### src/rtl/alu_pipe.sv
// rtl/alu_pipe.sv - handshaked WIDTH-generic ALU with a registered result/flag stage
// Define ALU_MUL_EN to build op 1010 as a WIDTH-cycle shift-add multiplier.
module alu_pipe #(
  parameter int WIDTH = 32
) (
  input  logic             clk,
  input  logic             rst,
  input  logic             in_valid,
  output logic             in_ready,
  input  logic [WIDTH-1:0] A,
  input  logic [WIDTH-1:0] B,
  input  logic [3:0]       ALUControl,
  output logic             out_valid,
  input  logic             out_ready,
  output logic [WIDTH-1:0] Result,
  output logic             Carry,
  output logic             OverFlow,
  output logic             Zero,
  output logic             Negative
);
  localparam int SHW = $clog2(WIDTH);

  localparam logic [3:0] OP_ADD  = 4'b0000;
  localparam logic [3:0] OP_SUB  = 4'b0001;
  localparam logic [3:0] OP_AND  = 4'b0010;
  localparam logic [3:0] OP_OR   = 4'b0011;
  localparam logic [3:0] OP_XOR  = 4'b0100;
  localparam logic [3:0] OP_SLT  = 4'b0101;
  localparam logic [3:0] OP_SLTU = 4'b0110;
  localparam logic [3:0] OP_SLL  = 4'b0111;
  localparam logic [3:0] OP_SRL  = 4'b1000;
  localparam logic [3:0] OP_SRA  = 4'b1001;
  localparam logic [3:0] OP_MUL  = 4'b1010;

  localparam logic ST_IDLE = 1'b0;

  logic             state;
  logic             accept;
  logic             drain;
  logic             is_sub;
  logic             is_arith;
  logic [WIDTH-1:0] b_eff;
  logic [WIDTH:0]   sum;
  logic [SHW-1:0]   shamt;
  logic [WIDTH-1:0] alu_res;
  logic             alu_c;
  logic             alu_v;

  logic             load;
  logic [WIDTH-1:0] load_res;
  logic             load_c;
  logic             load_v;

  assign in_ready = (state == ST_IDLE) & (~out_valid | out_ready);
  assign accept   = in_valid & in_ready;
  assign drain    = out_valid & out_ready;

  always_comb begin
    is_sub   = (ALUControl == OP_SUB);
    is_arith = (ALUControl == OP_ADD) | is_sub;
    b_eff    = is_sub ? ~B : B;
    sum      = {1'b0, A} + {1'b0, b_eff} + {{WIDTH{1'b0}}, is_sub};
    shamt    = B[SHW-1:0];
    alu_res  = '0;
    case (ALUControl)
      OP_ADD, OP_SUB: alu_res = sum[WIDTH-1:0];
      OP_AND:         alu_res = A & B;
      OP_OR:          alu_res = A | B;
      OP_XOR:         alu_res = A ^ B;
      OP_SLT:         alu_res = {{(WIDTH-1){1'b0}}, $signed(A) < $signed(B)};
      OP_SLTU:        alu_res = {{(WIDTH-1){1'b0}}, A < B};
      OP_SLL:         alu_res = A << shamt;
      OP_SRL:         alu_res = A >> shamt;
      OP_SRA:         alu_res = $signed(A) >>> shamt;
      // mul never loads from here when the multiplier is built
      OP_MUL:         alu_res = '0;
      default:        alu_res = '0;
    endcase
    alu_c = is_arith & sum[WIDTH];
    alu_v = is_arith & (A[WIDTH-1] == b_eff[WIDTH-1]) & (sum[WIDTH-1] != A[WIDTH-1]);
  end

`ifdef ALU_MUL_EN
  localparam logic ST_MUL = 1'b1;

  logic [SHW-1:0]   count;
  logic [WIDTH-1:0] mcand;
  logic [WIDTH-1:0] mplier;
  logic [WIDTH-1:0] acc;
  logic [WIDTH-1:0] acc_next;
  logic             mul_start;
  logic             mul_done;

  assign mul_start = accept & (ALUControl == OP_MUL);
  assign mul_done  = (state == ST_MUL) & (count == SHW'(WIDTH - 1));
  assign acc_next  = acc + (mplier[0] ? mcand : '0);

  // One multiplier bit per cycle, LSB first; multiplicand shifts up in step.
  always_ff @(posedge clk or negedge rst) begin
    if (!rst) begin
      state  <= ST_IDLE;
      count  <= '0;
      mcand  <= '0;
      mplier <= '0;
      acc    <= '0;
    end else if (mul_start) begin
      state  <= ST_MUL;
      count  <= '0;
      mcand  <= A;
      mplier <= B;
      acc    <= '0;
    end else if (state == ST_MUL) begin
      acc    <= acc_next;
      mcand  <= mcand << 1;
      mplier <= mplier >> 1;
      count  <= count + 1'b1;
      if (mul_done) state <= ST_IDLE;
    end
  end

  assign load     = (accept & ~mul_start) | mul_done;
  assign load_res = mul_done ? acc_next : alu_res;
  assign load_c   = ~mul_done & alu_c;
  assign load_v   = ~mul_done & alu_v;
`else
  assign state    = ST_IDLE;
  assign load     = accept;
  assign load_res = alu_res;
  assign load_c   = alu_c;
  assign load_v   = alu_v;
`endif

  // A load always wins over a drain: accept-and-drain keeps out_valid high.
  always_ff @(posedge clk or negedge rst) begin
    if (!rst) begin
      out_valid <= 1'b0;
      Result    <= '0;
      Carry     <= 1'b0;
      OverFlow  <= 1'b0;
      Zero      <= 1'b0;
      Negative  <= 1'b0;
    end else if (load) begin
      out_valid <= 1'b1;
      Result    <= load_res;
      Carry     <= load_c;
      OverFlow  <= load_v;
      Zero      <= (load_res == '0);
      Negative  <= load_res[WIDTH-1];
    end else if (drain) begin
      out_valid <= 1'b0;
    end
  end

endmodule

### config.mk
export PLATFORM = sky130hd
export DESIGN_NAME = alu_pipe
export DESIGN_NICKNAME = d
export VERILOG_FILES = /design/src/rtl/alu_pipe.sv
export SDC_FILE = /design/constraint.sdc
export NUM_CORES = 1
export LEC_CHECK = 0
export CORE_MARGIN = 4
export CORE_UTILIZATION = 60
export CTS_CLUSTER_SIZE = 25
export DETAILED_ROUTE_END_ITERATION = 12
export DONT_BUFFER_PORTS = 1
export GPL_TIMING_DRIVEN = 1
export HOLD_SLACK_MARGIN = 0.02
export PLACE_DENSITY = 0.76
export SLEW_MARGIN = 20
export SYNTH_ARGS = -nofsm -noshare
export SYNTH_HDL_FRONTEND = slang
export SYNTH_SLANG_ARGS = --single-unit
export TNS_END_PERCENT = 5
### constraint.sdc
create_clock -name clk -period 3.3 [get_ports clk]
set_input_delay 0.495 -clock clk [delete_from_list [all_inputs] [get_ports clk]]
set_output_delay 0.495 -clock clk [all_outputs]
set_load 0.05 [all_outputs]
==> impl_metrics.json, run 1 <==
{
  "initial_utilization": 0.620,
  "fin_ws_ps": -246,
  "skew_ps": 3.50,
  "seqCellArea_um2": 901,
  "ir_drop_mv": 0.185,
  "path_clk_slew_ps": 50,
  "powerDensity_nw_per_um2": 248,
  "start_kind": "input port",
  "power_mw": 3.33,
  "cp_slowest_cell": "ha_1",
  "worstMarginPinSlew_ps": 1210,
  "ys_ff_latch": 36,
  "hold_slack_ps": 51.2,
  "cap_violations": 0,
  "r2r_slack_ps": 630,
  "grt_max_degree": 104,
  "end_kind": "register",
  "dp_hpwl_um": 36700,
  "async_flop_share": 1.00,
  "crit_chain": "inv_4 > nand2_4 > nor3_4 > buf_12 > bufbuf_16 > xnor2_1 > ha_1 > a21oi_2 > o21ai_0 > buf_4 > a32o_2 > a21oi_4 > buf_4 > buf_4 > nand2_2 > a21oi_2 > mux2i_2 > a21oi_2 > nand4_1 > o21ai_1",
  "maxSlewHeadroom": 0.188,
  "grt_usage": 0.431,
  "antenna_found_initial": 0,
  "cp_data_arrival_time_ps": 3710,
  "port_buffers": 0,
  "synth.distinct_cells": 89,
  "vias": 13200,
  "netlist_instances": 1461,
  "drc_errors": 0,
  "num-fill-cells": 1420,
  "status": "finished with violations",
  "fin_crit_sh": 1.07,
  "leakagePower_nw": 5.90,
  "via_per_inst": 7.33,
  "rsz0062_at_grt": "yes",
  "avgSynthCellArea_um2": 7.73,
  "areaGrowthSynthToFinish_pct": 18.7,
  "finalMaxSlewViolations": 0,
  "seq_area_frac_synth": 0.0798,
  "syn_nets": 1662,
  "cts_inserted_buffers": 5,
  "row_count": 49,
  "cts.sinks": 36,
  "layout-drive-gt1-share": 0.267,
  "nets": 1766,
  "critPathMaxFanout": 15,
  "drt_iter0_markers": 2014,
  "drtPass1Iterations": 6,
  "synth_edf_count": 0,
  "violations": "negative setup slack",
  "worstPathRequired_ps": 3460,
  "finalCriticalPeriod_ps": 3550,
  "ios": 110,
  "fin_util": 0.737,
  "cts-htree-levels": 2,
  "globalplace.congestion": 1.06,
  "insertion_delay_ps": 270,
  "clk_path_buf_depth": 2,
  "finalHoldViolCount": 0,
  "multi_input_area_um2": 9840,
  "max_freq_mhz": 282,
  "cp_top_family": "compound AO/OA/AOI/OAI gates",
  "yosys_warnings": 0,
  "hold_class": "in -> async",
  "synth_flop_cell": "dfrtp_1",
  "grt_pass1_wl_um": 72500,
  "cp_num_buf_inv": 6,
  "grt_pass1_vias": 12100,
  "drt.antenna.violating_nets": 0,
  "placed_area_um2": 12800,
  "drt-wirelength-per-cell_um": 27.1,
  "finalSetupViolations": 8,
  "grt_overflow": 0,
  "wl_um": 48600,
  "syn-cell-area_um2": 11300,
  "tns_ps": -701,
  "fp.dieArea_um2": 21100,
  "core_um2": 18200,
  "critical_path_class": "in -> reg",
  "die_w_um": 145,
  "cts_tree": "built",
  "design_area_um2": 13400,
  "cpPeakStageDelay_ps": 310,
  "diodes": 0,
  "die_h_um": 145,
  "root_buffer": "clkbuf_16"
}
==> through the flow <==
stage / setup slack, ps / cells
after floorplan: -396 / 1461
after global placement: -655 / 1780
after detailed placement: -711 / 1780
after CTS: -69.5 / 1795
after global routing: -324 / 1795
final: -246 / 1795
==> power breakdown <==
group	leakage (nW)	internal, mW	switching, mW	total (mW)
sequential	0.461	0.508	0.312	0.819
combinational	5.37	0.970	1.10	2.07
clock	0.0736	0.277	0.161	0.438
total	5.90	1.75	1.58	3.33
==> cells in the final DEF (no fill, tap or decap), drive strengths merged, types with 7 or more instances in the layout <==
| cell type | netlist | final |
|---|---|---|
| nor2b | 15 | 15 |
| a21o | 18 | 18 |
| o211ai | 29 | 29 |
| inv | 99 | 99 |
| nand2b | 10 | 10 |
| nand2 | 138 | 138 |
| nand3 | 32 | 32 |
| mux4 | 57 | 57 |
| or3 | 8 | 8 |
| nor4b | 9 | 9 |
| nor4 | 15 | 15 |
| nor3 | 38 | 38 |
| or2 | 8 | 8 |
| a31oi | 14 | 14 |
| a21oi | 97 | 97 |
| o21a | 7 | 7 |
| o221ai | 8 | 8 |
| ha | 128 | 128 |
| nand4 | 29 | 29 |
| and2 | 7 | 7 |
| a22oi | 21 | 21 |
| dfrtp | 36 | 36 |
| o2111ai | 9 | 9 |
| mux2i | 81 | 81 |
| nor2 | 104 | 104 |
| o21ai | 70 | 70 |
| buf | 55 | 231 |
| and3 | 12 | 12 |
| xnor2 | 34 | 34 |
| a211oi | 22 | 22 |
| o22ai | 15 | 15 |
| a2111oi | 10 | 10 |
| a221oi | 11 | 11 |
| mux2 | 35 | 35 |
==> sequential cells by signal (all words and copies together), names as in the netlist <==
| name | cells |
|---|---|
| Result | 32 |
| OverFlow | 1 |
| Zero | 1 |
| out_valid | 1 |
| Carry | 1 |
==> per-layer routing <==
metal,part of all wire,global-route usage,up-vias,wire (um)
met1,0.37,0.584,6229,18200
met2,0.43,0.662,1037,21000
li1,-,-,5665,-
met3,0.14,0.0957,220,6640
met5,0,0,-,0
met4,0.058,0.191,0,2840
==> cells by family after synthesis <==
| group | share of synthesized area |
|---|---|
| AOI/OAI and AO/OA | 0.238 |
| adders and majority gates | 0.144 |
| DFF | 0.0798 |
| xor gates and xnor gates | 0.0302 |
| buffers and inverters | 0.0872 |
| and+or+nand+nor | 0.200 |
| muxes | 0.222 |
==> what timing repair did <==
action                                 4_1_cts  5_1_grt
setup endpoints to repair                   10       13
endpoints found under the hold margin       36        0
hold buffers                                 1        0
cloned                                       1        0
pin swaps                                   26       14
gates resized for setup                     39       35
buffers inserted                             6        0
==> Yosys cell counts, types with 19 or more instances <==
master	instances	share of area
nand2_1	138	0.046
ha_1	128	0.14
nor2_1	104	0.035
a21oi_1	97	0.043
inv_1	97	0.032
clkbuf_1	80	0.027
mux2i_1	80	0.071
o21ai_0	65	0.029
mux4_2	57	0.11
nor3_1	37	0.016
dfrtp_1	36	0.080
xnor2_1	34	0.026
nand3_1	32	0.014
o211ai_1	29	0.019
mux2_2	28	0.028
nand4_1	28	0.016
buf_2	25	0.011
a22oi_1	20	0.013
a211oi_1	19	0.013
==> layout make-up <==
cell class / instances / area share
timing repair buffer: 232 / 0.138
clock inverter: 3 / 0.00140
clock buffer: 5 / 0.00933
tap: 229 / 0.0214
sequential: 36 / 0.0672
multi-input combinational: 1190 / 0.734
inverter: 100 / 0.0285
==> worst paths after layout <==
| path | from | end | depth (start not counted) |
|---|---|---|---|
| max | ALUControl[1] | Zero | 20 |
| min | rst | Result[23] | 1 |
| max reg2reg | out_valid | Zero | 9 |
| min reg2reg | Result[17] | Result[17] | 2 |
| max in group asynchronous | rst | Result[13] | 1 |
| min in group clk | in_valid | out_valid | 1 |
==> worst reg2reg max path: stages, from the launching register on <==
cell	delay, ps
dfrtp_1	560
nand2b_1	230
nand2_2	140
a2111oi_0	360
o211ai_1	290
nor3_2	230
nand4_1	200
nor4_2	330
nand4_1	130
o21ai_1	130
(Power assumes the default switching activity.)
==> inputs of run 2 (changes only) <==
- CELL_PAD_IN_SITES_DETAIL_PLACEMENT: unset -> 0
- CELL_PAD_IN_SITES_GLOBAL_PLACEMENT: unset -> 1
- CORE_UTILIZATION: 60 -> 54
- PLACE_DENSITY: 0.76 -> unset
- PLACE_DENSITY_LB_ADDON: unset -> 0.1
==> run 2 against run 1 <==
Against the previous run: combinational power barely moved; largest power group unchanged; the run still ends with negative setup slack left; fmax rose by 2.2%; largest cell class unchanged; sequential share of layout area fell by 0.15 points; register-to-register slack improved by 200 ps; first-iteration DRC count fell by 18%.
==> impl_metrics.json, run 2 (synthesis results as in run 1) <==
{
  "status": "finished with violations",
  "violations": "negative setup slack",
  "cp-startpoint": "ALUControl[1]",
  "drc_errors": 0,
  "met1_usage": 0.567,
  "layout_common_cells": "buf_4, nand2_1, ha_1",
  "grt_overflow": 0,
  "drtPass1Iterations": 7,
  "drt-wirelength-per-cell_um": 26.6,
  "fin_crit_sh": 1.05,
  "pre_cts_slack_ps": -645,
  "end_kind": "register",
  "port_buffers": 0,
  "wl_um": 49900,
  "critPathMaxFanout": 15,
  "dp_hpwl_um": 39000,
  "finalMaxSlewViolations": 0,
  "root_buffer": "clkbuf_16",
  "clk_path_buf_depth": 2,
  "maxSlewHeadroom": 0.223,
  "fin_util": 0.671,
  "leakagePower_nw": 6.10,
  "grt_max_degree": 104,
  "rsz0062_at_grt": "yes",
  "grt_util_met3": 0.0684,
  "powerDensity_nw_per_um2": 250,
  "via_per_inst": 6.87,
  "largest_register_ffs": 32,
  "cts.sinks": 36,
  "r2r_slack_ps": 830,
  "skew_ps": 5.25,
  "grt_pass1_vias": 12200,
  "cp_data_arrival_time_ps": 3680,
  "vias": 12900,
  "initial_utilization": 0.553,
  "ir_drop_mv": 0.182,
  "antenna_found_initial": 0,
  "start_kind": "input port",
  "fp.dieArea_um2": 23300,
  "die_h_um": 153,
  "top_usage_layer": "met2",
  "cts_inserted_buffers": 5,
  "critical_path_class": "in -> reg",
  "top_register": "Result",
  "max_freq_mhz": 288,
  "core_um2": 20400,
  "power_mw": 3.43,
  "areaGrowthSynthToFinish_pct": 21.4,
  "insertion_delay_ps": 280,
  "num-fill-cells": 1768,
  "grt_pass1_wl_um": 75200,
  "cts-htree-levels": 2,
  "cap_violations": 0,
  "grt_usage": 0.409,
  "r2r-end": "Zero",
  "nets": 1807,
  "globalplace.congestion": 1.06,
  "drt_iter0_markers": 1644,
  "die_w_um": 153,
  "path_clk_slew_ps": 60,
  "hold_slack_ps": 41.0,
  "cts_tree": "built",
  "worstMarginPinSlew_ps": 1160,
  "worstPathRequired_ps": 3510,
  "drt.antenna.violating_nets": 0,
  "use_met2": 0.630,
  "finalSetupViolations": 2,
  "r2r_start": "out_valid",
  "ios": 110,
  "row_count": 52,
  "final_common_cell": "buf_4",
  "fin_ws_ps": -172,
  "finalCriticalPeriod_ps": 3470,
  "tns_ps": -186,
  "r2r_cells": 10,
  "finalHoldViolCount": 0,
  "layout-drive-gt1-share": 0.281,
  "hold_class": "in -> async"
}
[run 2: worst max-delay path by stage]
stage	depth (start not counted)	slack [ps]	to
3_3_place_gp	19	-590	Zero
6_report	19	-170	Zero
5_1_grt	19	-330	Zero
2_1_floorplan	17	-400	Zero
4_1_cts	18	-80	Zero
3_5_place_dp	19	-650	Zero
[run 2: what timing repair did]
| action | 4_1_cts | 5_1_grt |
|---|---|---|
| hold buffers | 1 | 0 |
| setup endpoints to repair | 11 | 13 |
| hold endpoints to repair | 36 | 0 |
| setup buffers | 9 | 2 |
| pin swaps | 35 | 8 |
| gates resized for setup | 42 | 26 |
[run 2: critical path, stage by stage]
cell and delay (ps):
inv_12 30, nand2_4 50, nor3_4 150, buf_12 160, buf_6 140, buf_12 150
xnor2_1 80, ha_1 370, buf_4 170, inv_1 80, nor3_1 60, a21oi_1 240
o22ai_1 160, a2111oi_1 400, o211ai_1 280, nor3_2 220, and3_1 200, nand4_1 90
o21ai_1 150
[run 2: stage by stage]
step,cells,area [um^2]
after floorplan,1461,11500
after global placement,1858,13200
after detailed placement,1858,13200
after CTS,1875,13600
after global routing,1877,13700
final,1878,13700
[run 2: area by class of cell]
| class | instances | area, um^2 | area share |
|---|---|---|---|
| multi-input combinational | 1190 | 9800 | 0.715 |
| tap | 270 | 338 | 0.0246 |
| timing repair buffer | 273 | 2110 | 0.154 |
| antenna | 1 | 2.50 | 0.000182 |
| clock inverter | 2 | 35.0 | 0.00255 |
| inverter | 100 | 393 | 0.0286 |
| sequential | 36 | 901 | 0.0657 |
| clock buffer | 6 | 129 | 0.00940 |
[run 2: report_power, final]
part | switching (mW) | internal, mW
registers | 0.310 | 0.508
logic | 1.09 | 0.992
clock network | 0.175 | 0.355
total | 1.58 | 1.85
[run 2: layer usage]
layer  vias to the layer above  wire length, um
li1                       5751                -
met1                      6114            20000
met2                       869            21600
met3                       168             5520
met4                         0             2740
met5                         -                0
==> inputs of run 3 (changes only) <==
- ABC_AREA: unset -> 1
- CORE_MARGIN: 4 -> 3
- CORE_UTILIZATION: 54 -> 49
==> run 3 against run 2 <==
Against the previous run: global-route usage is 2.3 points lower; the flow now finishes without violations; register-to-register slack improved by 320 ps; fmax rose by 11%; synthesized cell count increased by 24%; area after synthesis is 11% lower; first-iteration DRC count is 2.1% higher.
==> impl_metrics.json, run 3 <==
{
  "cts-htree-levels": 2,
  "via_per_inst": 6.01,
  "cap_violations": 0,
  "synth_fa_ha_area_frac": 0.162,
  "synth_flop_cell": "dfrtp_1",
  "cts_inserted_buffers": 5,
  "hold_class": "in -> async",
  "drt_iter0_markers": 1678,
  "tns_ps": 0,
  "fp.dieArea_um2": 22200,
  "maxSlewHeadroom": 0.386,
  "pre_cts_slack_ps": -203,
  "synth_compound_area_frac": 0.128,
  "start_kind": "input port",
  "grt_overflow": 0,
  "ios": 110,
  "die_w_um": 149,
  "r2r_slack_ps": 1150,
  "synthXorXnorAreaFrac": 0.0271,
  "layout_common_cells": "nand2_1, nand3_1, inv_1",
  "top_register": "Result",
  "fin_ws_ps": 176,
  "largest_register_ffs": 32,
  "path_clk_slew_ps": 50,
  "grt_pass1_vias": 11400,
  "worstMarginPinSlew_ps": 922,
  "finalHoldViolCount": 0,
  "ir_drop_mv": 0.403,
  "final_common_cell": "nand2_1",
  "fin_crit_sh": 0.947,
  "cp_data_arrival_time_ps": 3340,
  "ys_ff_latch": 36,
  "critPathMaxFanout": 20,
  "syn_nets": 2018,
  "critical_path_class": "in -> reg",
  "grt_max_degree": 68,
  "drtPass1Iterations": 8,
  "design_area_um2": 10900,
  "syn-cell-area_um2": 10000,
  "vias": 12600,
  "cts.sinks": 36,
  "yosys_warnings": 0,
  "initial_utilization": 0.507,
  "layout-drive-gt1-share": 0.0748,
  "synth-simple-area-share": 0.478,
  "drc_errors": 0,
  "end_kind": "register",
  "async_flop_share": 1.00,
  "root_buffer": "clkbuf_16",
  "status": "completed",
  "row_count": 51,
  "wl_um": 44500,
  "fin_cells": 2097,
  "avgSynthCellArea_um2": 5.52,
  "muxShareOfSynthArea": 0.00199,
  "max_freq_mhz": 320,
  "clk_path_buf_depth": 2,
  "r2r_start": "out_valid",
  "synth.distinct_cells": 48,
  "skew_ps": 3.83,
  "powerDensity_nw_per_um2": 259,
  "synthTopCellsByCount": "nand2_1, nand3_1, inv_1",
  "grt_usage": 0.386,
  "globalplace.congestion": 1.05,
  "num-fill-cells": 2170,
  "core_um2": 19800,
  "diodes": 0,
  "seq_area_frac_synth": 0.0898,
  "die_h_um": 149,
  "synth_largest_area_cell": "nand2_1",
  "placed_area_um2": 10600,
  "port_buffers": 0,
  "synth_top_family_by_area": "simple AND/OR/NAND/NOR gates",
  "drt-wirelength-per-cell_um": 21.2,
  "synth_top_area_share": 0.213,
  "areaGrowthSynthToFinish_pct": 8.25,
  "dp_hpwl_um": 36100,
  "r2r-end": "Carry",
  "insertion_delay_ps": 280,
  "finalCriticalPeriod_ps": 3120,
  "finalMaxSlewViolations": 0,
  "grt_pass1_wl_um": 66500,
  "netlist_instances": 1817,
  "synth.most_common_cell": "nand2_1",
  "r2r_cells": 6,
  "finalSetupViolations": 0,
  "placed_cells": 2088,
  "leakagePower_nw": 5.90,
  "cts_tree": "built",
  "drt.antenna.violating_nets": 0,
  "synth_area_leaders": "nand2_1, nand3_1, ha_1",
  "antenna_found_initial": 0,
  "nets": 2033,
  "synth_edf_count": 0,
  "fin_util": 0.549,
  "worstPathRequired_ps": 3510
}
[run 3: cell count changes in the layout (fill, tap and decap cells not counted), moves of 57 or more]
cell	delta
mux2i_1	-77
nand3_1	+285
mux4_2	-57
buf_4	-186
inv_1	+84
nand2_1	+433
[run 3: critical path, stage by stage]
cell and delay, ps:
nor2_1 170, nand2_2 100, buf_12 170, buf_4 210
xor2_1 160, ha_1 400, nand2_1 130, nor2_1 190
buf_4 150, nand3_1 130, nor2_1 130, nand2_1 130
nand2_1 90, nand2_1 50, nand3_1 150, nand2_1 70
nor2_1 110, nand3_1 80, nor2_1 90, nand2_1 60
nand2_1 50
[run 3: area by class of cell]
type                            count  area (um^2)  share of cell area
Clock buffer                        6          129              0.0119
Clock inverter                      1         5.00            0.000461
Inverter                          199          749              0.0690
Multi-Input combinational cell   1507         8080               0.743
Sequential cell                    36          901              0.0829
Tap cell                          265          332              0.0305
Timing Repair Buffer               83          673              0.0620
[run 3: stage by stage]
stage / hold WS, ps / power, mW
final: 52.0 / 2.82
after global routing: 58.2 / 3.01
after CTS: 54.9 / 2.77
after detailed placement: 200 / 2.31
after global placement: 200 / 2.30
after floorplan: 199 / 1.85
[run 3: kinds of logic (layout without fill, tap and decap cells)]
logic type,Yosys count,count (layout)
and+or+nand+nor,1117,1117
muxes,2,2
xor gates and xnor gates,31,31
buffers and inverters,274,289
AOI/OAI and AO/OA,228,228
adders and majority gates,129,129
DFF,36,36
[run 3: worst max path at each step]
stage	from	endpoint	cells after the start
3_3_place_gp	ALUControl[2]	Zero	22
6_report	ALUControl[2]	Zero	21
5_1_grt	ALUControl[2]	Zero	21
4_1_cts	ALUControl[2]	Zero	22
3_5_place_dp	ALUControl[2]	Zero	22
2_1_floorplan	B[4]	Zero	23
[run 3: report_power, final]
part / switching [mW] / leakage (nW) / internal (mW) / total (mW)
Clock: 0.168 / 0.0667 / 0.274 / 0.442
Sequential: 0.303 / 0.458 / 0.504 / 0.807
Combinational: 1.02 / 5.37 / 0.551 / 1.57
[run 3: routing by layer]
metal / wire length (um) / track usage / up-vias
li1: - / - / 6006
met1: 18200 / 0.527 / 5792
met2: 19800 / 0.621 / 700
met3: 4410 / 0.0583 / 111
met4: 2040 / 0.134 / 0
met5: 0 / 0 / -
[run 3: timing repair]
item,in CTS,in global routing
endpoints found under the setup margin,0,1
hold buffers,1,0
buffers inserted,0,1
hold endpoints to repair,36,0
gates resized for setup,0,19
